--- src/rtl/spi_pkg.sv ---
// Shared types and constants for the SPI register bridge.
// Frame layout: R/W bit, address, data, MSB first.
package spi_pkg;

  typedef enum logic [1:0] {
    IDLE,
    CMD,
    DATA,
    WAIT_CS
  } state_t;

  localparam int ADDR_W_DEF = 7;
  localparam int DATA_W_DEF = 16;

  function automatic int frame_len(input int aw, input int dw);
    return 1 + aw + dw;
  endfunction

endpackage

--- src/rtl/spi_sync_edge.sv ---
// Multi-flop synchronizer with rise/fall detection on the synced level.
// RST_VAL seeds every stage so reset release never fakes an edge.
module spi_sync_edge #(
  parameter int   STAGES  = 2,
  parameter logic RST_VAL = 1'b0
) (
  input  logic clk,
  input  logic rst,
  input  logic i_d,
  output logic o_rise,
  output logic o_fall
);

  logic [STAGES-1:0] r_sync;
  logic              r_prev;
  logic              w_q;

  assign w_q = r_sync[STAGES-1];

  always_ff @(posedge clk) begin
    if (!rst) begin
      r_sync <= {STAGES{RST_VAL}};
      r_prev <= RST_VAL;
    end else begin
      r_sync <= (r_sync << 1) | STAGES'(i_d);
      r_prev <= w_q;
    end
  end

  assign o_rise = w_q & ~r_prev;
  assign o_fall = ~w_q & r_prev;

endmodule

--- src/rtl/spi_reg_bridge.sv ---
// SPI mode-0 slave that turns 1+ADDR_W+DATA_W bit frames into
// single-cycle register file read/write strobes.
module spi_reg_bridge
  import spi_pkg::*;
#(
  parameter int ADDR_W      = ADDR_W_DEF,
  parameter int DATA_W      = DATA_W_DEF,
  parameter int SYNC_STAGES = 2
) (
  input  logic              clk,
  input  logic              rst,
  input  logic              spi_sclk,
  input  logic              spi_cs_n,
  input  logic              spi_mosi,
  output logic              spi_miso,
  output logic              reg_wr_en,
  output logic              reg_rd_en,
  output logic [ADDR_W-1:0] reg_addr,
  output logic [DATA_W-1:0] reg_wr_data,
  input  logic [DATA_W-1:0] reg_rd_data,
  output logic              frame_err
);

  localparam int FRAME_LEN = frame_len(ADDR_W, DATA_W);
  localparam int CMD_LEN   = 1 + ADDR_W;
  localparam int CNT_W     = $clog2(FRAME_LEN + 1);

  localparam logic [CNT_W-1:0] CMD_LAST   = CNT_W'(CMD_LEN - 1);
  localparam logic [CNT_W-1:0] CMD_DONE   = CNT_W'(CMD_LEN);
  localparam logic [CNT_W-1:0] FRAME_LAST = CNT_W'(FRAME_LEN - 1);

  logic w_sclk_rise;
  logic w_sclk_fall;
  logic w_cs_rise;
  logic w_cs_fall;
  logic w_mosi;

  logic [SYNC_STAGES-1:0] r_mosi_sync;
  logic [SYNC_STAGES:0]   r_settle;

  state_t            r_state;
  logic [CNT_W-1:0]  r_bit_cnt;
  logic              r_rw;
  logic [ADDR_W-1:0] r_addr_sh;
  logic [DATA_W-1:0] r_data_sh;
  logic [DATA_W-1:0] r_tx;
  logic              r_rd_pend;
  logic              r_block;

  logic [ADDR_W-1:0] w_addr_nxt;
  logic [DATA_W-1:0] w_data_nxt;

  spi_sync_edge #(
    .STAGES  (SYNC_STAGES),
    .RST_VAL (1'b0)
  ) u_sclk_sync (
    .clk    (clk),
    .rst    (rst),
    .i_d    (spi_sclk),
    .o_rise (w_sclk_rise),
    .o_fall (w_sclk_fall)
  );

  spi_sync_edge #(
    .STAGES  (SYNC_STAGES),
    .RST_VAL (1'b1)
  ) u_cs_sync (
    .clk    (clk),
    .rst    (rst),
    .i_d    (spi_cs_n),
    .o_rise (w_cs_rise),
    .o_fall (w_cs_fall)
  );

  always_ff @(posedge clk) begin
    if (!rst) begin
      r_mosi_sync <= '0;
    end else begin
      r_mosi_sync <= (r_mosi_sync << 1) | SYNC_STAGES'(spi_mosi);
    end
  end

  assign w_mosi = r_mosi_sync[SYNC_STAGES-1];

  always_comb begin
    w_addr_nxt = (r_addr_sh << 1) | ADDR_W'(w_mosi);
    w_data_nxt = (r_data_sh << 1) | DATA_W'(w_mosi);
  end

  always_ff @(posedge clk) begin
    if (!rst) begin
      r_state     <= IDLE;
      r_bit_cnt   <= '0;
      r_rw        <= 1'b0;
      r_addr_sh   <= '0;
      r_data_sh   <= '0;
      r_tx        <= '0;
      r_rd_pend   <= 1'b0;
      r_block     <= 1'b0;
      r_settle    <= '0;
      spi_miso    <= 1'b0;
      reg_wr_en   <= 1'b0;
      reg_rd_en   <= 1'b0;
      reg_addr    <= '0;
      reg_wr_data <= '0;
      frame_err   <= 1'b0;
    end else begin
      reg_wr_en <= 1'b0;
      reg_rd_en <= 1'b0;
      frame_err <= 1'b0;
      r_rd_pend <= reg_rd_en;
      r_settle  <= {r_settle[SYNC_STAGES-1:0], 1'b1};

      // A cs_n already low at reset release shows up as a fall
      // while the synchronizer settles; ignore it until cs_n rises.
      if (w_cs_fall && !r_settle[SYNC_STAGES]) begin
        r_block <= 1'b1;
      end else if (w_cs_rise) begin
        r_block <= 1'b0;
      end

      unique case (r_state)
        IDLE: begin
          spi_miso <= 1'b0;
          if (w_cs_fall && r_settle[SYNC_STAGES] && !r_block) begin
            r_state   <= CMD;
            r_bit_cnt <= '0;
          end
        end

        CMD: begin
          if (w_cs_rise) begin
            r_state   <= IDLE;
            frame_err <= 1'b1;
          end else if (w_sclk_rise) begin
            r_bit_cnt <= r_bit_cnt + CNT_W'(1);
            if (r_bit_cnt == '0) begin
              r_rw <= w_mosi;
            end else begin
              r_addr_sh <= w_addr_nxt;
            end
            if (r_bit_cnt == CMD_LAST) begin
              r_state <= DATA;
              if (r_rw) begin
                reg_rd_en <= 1'b1;
                reg_addr  <= w_addr_nxt;
              end
            end
          end
        end

        DATA: begin
          if (w_cs_rise) begin
            r_state   <= IDLE;
            frame_err <= 1'b1;
            spi_miso  <= 1'b0;
          end else begin
            if (r_rd_pend && r_rw) begin
              r_tx     <= reg_rd_data;
              spi_miso <= reg_rd_data[DATA_W-1];
            end
            // First fall after the last address bit must keep the MSB.
            if (w_sclk_fall && r_rw && r_bit_cnt > CMD_DONE) begin
              r_tx     <= r_tx << 1;
              spi_miso <= r_tx[DATA_W-2];
            end
            if (w_sclk_rise) begin
              r_bit_cnt <= r_bit_cnt + CNT_W'(1);
              r_data_sh <= w_data_nxt;
              if (r_bit_cnt == FRAME_LAST) begin
                r_state  <= WAIT_CS;
                spi_miso <= 1'b0;
                if (!r_rw) begin
                  reg_wr_en   <= 1'b1;
                  reg_addr    <= r_addr_sh;
                  reg_wr_data <= w_data_nxt;
                end
              end
            end
          end
        end

        WAIT_CS: begin
          spi_miso <= 1'b0;
          if (w_cs_rise) begin
            r_state <= IDLE;
          end
        end

        default: begin
          r_state <= IDLE;
        end
      endcase
    end
  end

endmodule

--- config.mk ---
export PLATFORM = sky130hd
export DESIGN_NAME = spi_reg_bridge
export DESIGN_NICKNAME = d
export VERILOG_FILES = /design/src/rtl/spi_pkg.sv /design/src/rtl/spi_sync_edge.sv /design/src/rtl/spi_reg_bridge.sv
export SDC_FILE = /design/constraint.sdc
export NUM_CORES = 1
export LEC_CHECK = 0
export CELL_PAD_IN_SITES_DETAIL_PLACEMENT = 1
export CELL_PAD_IN_SITES_GLOBAL_PLACEMENT = 1
export CORE_AREA = 2 2 93 112
export CTS_CLUSTER_SIZE = 28
export DETAILED_ROUTE_END_ITERATION = 6
export DIE_AREA = 0 0 95 114
export GPL_ROUTABILITY_DRIVEN = 0
export MAX_ROUTING_LAYER = met4
export PLACE_DENSITY = 0.82
export SLEW_MARGIN = 30
export SYNTH_ARGS = -nofsm -noshare
export SYNTH_HDL_FRONTEND = slang
export SYNTH_HIERARCHICAL = 1
export SYNTH_SLANG_ARGS = --single-unit
export TNS_END_PERCENT = 10
--- constraint.sdc ---
create_clock -name clk -period 3.5 [get_ports clk]
set_clock_uncertainty 0.1 [all_clocks]
set_input_delay 0.7 -clock clk [delete_from_list [all_inputs] [get_ports clk]]
set_output_delay 0.7 -clock clk [all_outputs]
set_load 0.02 [all_outputs]
Word level (Yosys, flattened, before mapping):

Index checks and enable logic that the tools add are counted.

* $add $sub $neg: 1
* magnitude comparators: 1
* equal/unequal tests: 21
* mux-type cells: 36
* bitwise gates (word level): 22
* reductions and logical operators: 28

Operators by type and width (number)
* two-way mux 7 bit: 8
* two-way mux 15 bit: 2
* two-way mux 2 bit: 8
* != test 2 bit (second input constant): 8
* bitwise OR 16 x 1 -> 16 bit: 1
* two-way mux 5 bit: 3
* case mux 7 bit (2 select lines): 1
* NOT 1 bit: 13
* AND reduction 4 bit: 3
* two-way mux 1 bit: 11
* case mux 5 bit (2 select lines): 1
* nonzero test 2 bit: 5
* OR reduction 5 bit: 2
* AND reduction 9 bit: 1
* != test 2 x 1 -> 1 bit (second input constant): 4
* case mux 2 bit (4 select lines): 1
* bitwise OR 7 x 1 -> 7 bit: 1
* logical AND 1 bit: 6
* != test 3 x 1 -> 1 bit (second input constant): 2
* != test 3 x 2 -> 1 bit (second input constant): 2
* bitwise OR 2 x 1 -> 2 bit: 3
* AND reduction 3 bit: 2
* AND reduction 6 bit: 1
* adder 5 x 1 -> 5 bit (second input constant): 1
* 13 further kinds: 19

* bits in registers: 85
* input bits: 21
* output and inout bits: 27
* logic and storage cells: 130

Logic depth before layout (Yosys ltp):

* word-level depth: 9
* gate-level depth with buffers: 9
* mapped depth without buffers: 6

Modules after synthesis:

Netlist, hierarchy kept.

By module, submodules not included
* spi_reg_bridge: instances 1, cells an instance 387, area an instance 3433.3 um^2, sequential area each 1581.5 um^2
* spi_sync_edge: instances 2, cells an instance 8, area an instance 91.3 um^2, sequential area each 60.1 um^2

Least setup slack after synthesis:

Ideal clock, no wire load.

* kind: register to register
* from: register r_state[0]
* to: register r_state[0]
* library setup time: 72 ps
* arrival time: 1628 ps
* required time: 3328 ps
* setup slack: 1700 ps
* stages on the path, launching flop included: 8
* path buffers: 1
* period minus slack after synthesis: 1800 ps
* cell sequence: dfxtp_1 > inv_1 > ha_1 > clkbuf_1 > o21bai_1 > o22ai_1 > a211oi_1 > mux2i_1

* cells in the longest elaborated chain, start to end: 3
* elaborated cells between the ends (all ways): 12
* classes of those cells: 9 x eq/ne; 1 x mux; 2 x reduce/logical

RTL lines
* start, declared: RTL line spi_reg_bridge.sv:41 `state_t r_state;`
* start signal, assigned: RTL line spi_reg_bridge.sv:92 `r_state <= IDLE;`
* start signal, assigned: RTL line spi_reg_bridge.sv:126 `r_state <= CMD;`
* start signal, assigned: RTL line spi_reg_bridge.sv:133 `r_state <= IDLE;`
* equality test 2 x 1 -> 1 bit, or another cell as far along: RTL line spi_reg_bridge.sv:122 `unique case (r_state)`
* != test 3 x 1 -> 1 bit (no line), or another cell as far along
* AND reduction 6 bit (no line)

Parallel ways exist; a longest one is shown, timed or not.
A chain may end at the register's enable or synchronous reset.

Final worst setup path:

* from: register r_state[0]
* to: register reg_wr_data[14]

* cells in the longest elaborated chain, start to end: 2

RTL lines
* equality test 2 bit: RTL line spi_reg_bridge.sv:122
* AND reduction 5 bit (no line)
* end signal, assigned: RTL line spi_reg_bridge.sv:176 `reg_wr_data <= w_data_nxt;`
* end, declared: RTL line spi_reg_bridge.sv:19 `output logic [DATA_W-1:0] reg_wr_data,`

No other way between the ends.

==> results.tsv <==
metric	value	unit
initial antenna violation count	0	
H-tree Lvls	3	
Final Hold Fails	0	
number of synthesized flops with an enable pin	0	
GRT overflow	0	
Placement Rows	40	
vias in the first global route	3170	
All-Layer GR Usage	17.56	%
Yosys Warn Count	6	
Final period util	68.14	%
Leak	1.583	nW
Worst Path Arrival	2.55	ns
critical path launch point type	flop	
unrepaired setup endpoints after global routing	false	
Seq cells post-synth	85	
Syn-to-layout area delta	23.36	%
Core ar.	9859	um2
Max Slew Vio Count	0	
share of layout cells above drive strength 1	7.589	%
clk sinks	85	
layer with the highest usage	met2	
status	finished, final reports clean	
drt drc	0	
grt met2 use	29.60	%
vias	2991	
dpl cell area	4177	um2
cts hold-fix bufs	0	
clock-pin slew on the worst setup and hold paths	0.06	ns
ant diodes	0	
Final setup viols	0	
Worst EP required	3.67	ns
Syn Nets	431	
met3 usage in global routing	3.831	%
Peak VDD IR	0.0002444	V
crit path max fanout	16	
headroom to the max-slew limit	54.55	%
first-pass GRT wire length	14.79	mm
drt total wl	8.371	mm
Resize count post-CTS	0	
Max clock buf depth	2	
drt wl/cell	14.58	um
post-CTS setup buffers	0	
Worst-Skew Late Latency	0.34	ns
met1 Use GR	20.58	%
Detail Placement HPWL	5.655	mm
Cell variety after synth	49	
DR vias/cell	5.211	
setup TNS	0	ns
layout net count	471	
max-cap violations	0	
Synth Instances	403	
average size of a mapped cell	8.973	um2
Post-synth top flop	dfxtp_1	
Crit. End Element	flop	
Mapped Area	3616	um2
worst slew pin tran	0.6802	ns
chip width	95	um
asr flop ratio synth	0	%
input/output buffers	47	
CTS tree	yes	
Starting Density	36.68	%
fin area	4461	um2
Num CTS Buffers	9	
largest net degree at the start of global routing	35	
Seq/Total Area, Yosys	47.06	%
HP Class	flop to flop	
drt pass-1 iters	4	
DIE AREA	10830	um2
drt first-iter violations	109	
CP Class	flop to flop	
Die H	114	um
min cycle time layout	2.385	ns
Max Clk Rate	419.3	MHz
DRT antenna net count	0	
Root Driver	clkbuf_16	
total power density per cell area	460.4	nW/um2
IO Pins	48	
[routing by layer]
| metal | vias to the layer above | wire, um |
|---|---|---|
| met5 | - | 0 |
| met4 | 0 | 116 |
| met3 | 13 | 275 |
| met2 | 46 | 4099 |
| met1 | 1454 | 3880 |
| li1 | 1478 | - |
[cell families after synthesis]
group | after synthesis | synth area share, %
AOI/OAI and AO/OA | 104 | 18.10
xor gates and xnor gates | 1 | 0.2423
adders and majority gates | 7 | 2.422
buffers and inverters | 39 | 4.567
DFF | 85 | 47.06
muxes | 23 | 6.367
and+or+nand+nor | 144 | 21.25
[worst max-delay path: stages (launching register included)]
cell and delay [ns]:
dfxtp_1 0.34, inv_1 0.12, ha_1 0.41, nand4bb_1 0.41, nor2_2 0.65, nand2_1 0.15, a21oi_1 0.14
[final cells by class]
| class | count | area (um2) |
|---|---|---|
| clock buffer | 10 | 239.0 |
| fill | 1161 | 5399 |
| multi-input combinational | 279 | 1750 |
| timing repair buffer | 52 | 508.0 |
| sequential | 85 | 1702 |
| inverter | 16 | 60.06 |
| clock inverter | 6 | 43.79 |
| tap | 126 | 157.7 |
[sequential cells by signal, indices dropped and copies added (netlist names), 2 cells and up]
signal,count
r_addr_sh,7
r_bit_cnt,5
r_data_sh,15
r_mosi_sync,2
r_settle,3
r_state,2
r_tx,15
reg_addr,7
reg_wr_data,16
u_cs_sync/r_sync,2
u_sclk_sync/r_sync,2
[cells in the final DEF (no fill, tap or decap), types with 2 or more instances in the layout]
master	instances
a211oi_1	16
a21oi_1	52
a221oi_1	7
and2_1	11
buf_4	5
clkbuf_16	9
clkdlybuf4s50_1	47
clkinv_2	2
dfxtp_1	85
ha_1	7
inv_1	15
inv_6	3
mux2i_1	23
nand2_1	69
nand2b_1	23
nand3_1	4
nand3b_1	2
nor2_1	11
nor2b_1	4
nor4b_2	2
o2111ai_1	2
o211ai_1	2
o21ai_0	6
o22ai_1	8
or3_1	4
[synth_stat cells, types with 2 or more instances]
cell / count / area share [%]
a21oi_1: 52 / 7.2
ha_1: 7 / 2.4
nand3_1: 4 / 0.55
nand3b_1: 2 / 0.42
and2_1: 12 / 2.1
a211oi_1: 16 / 3.3
buf_2: 9 / 1.2
dfxtp_1: 85 / 47
inv_1: 15 / 1.6
nor2b_1: 4 / 0.69
a221oi_1: 7 / 1.7
o2111ai_1: 2 / 0.48
clkbuf_1: 13 / 1.3
or3_1: 4 / 0.69
o211ai_1: 2 / 0.42
nor2_1: 11 / 1.1
o22ai_1: 8 / 1.4
nand2b_1: 23 / 4.0
mux2i_1: 23 / 6.4
nand2_1: 69 / 7.2
nor4b_2: 2 / 0.83
o21ai_0: 6 / 0.83
[per-stage QoR]
step | setup slack (ns) | power [mW] | std cells | hold slack, ns | util (%)
floorplan | 1.700 | 1.124 | 403 | 0.2863 | -
detailed placement | 0.8898 | 1.178 | 558 | 0.3023 | 42.36
global placement | 1.134 | 1.171 | 558 | 0.2886 | 42.36
finish | 1.115 | 2.053 | 574 | 0.3090 | 45.24
CTS | 0.8579 | 2.076 | 574 | 0.3173 | 45.23
global route | 0.7842 | 2.148 | 574 | 0.3417 | 45.24
[power by group]
part,switching (mW),total [mW],internal (mW)
combinational,0.0891,0.163,0.0739
sequential,0.0111,0.992,0.981
clock,0.394,0.898,0.505
total,0.494,2.05,1.56
[path summary, 6_finish.rpt]
path	startpoint	endpoint	slack (ns)	depth (start not counted)
max	r_state[0]	reg_wr_data[14]	1.12	6
min	u_cs_sync/r_sync[0]	u_cs_sync/r_sync[1]	0.31	1
max reg2reg	r_state[0]	reg_wr_data[14]	1.12	6
min reg2reg	u_cs_sync/r_sync[0]	u_cs_sync/r_sync[1]	0.31	1
(Power assumes the default switching activity.)
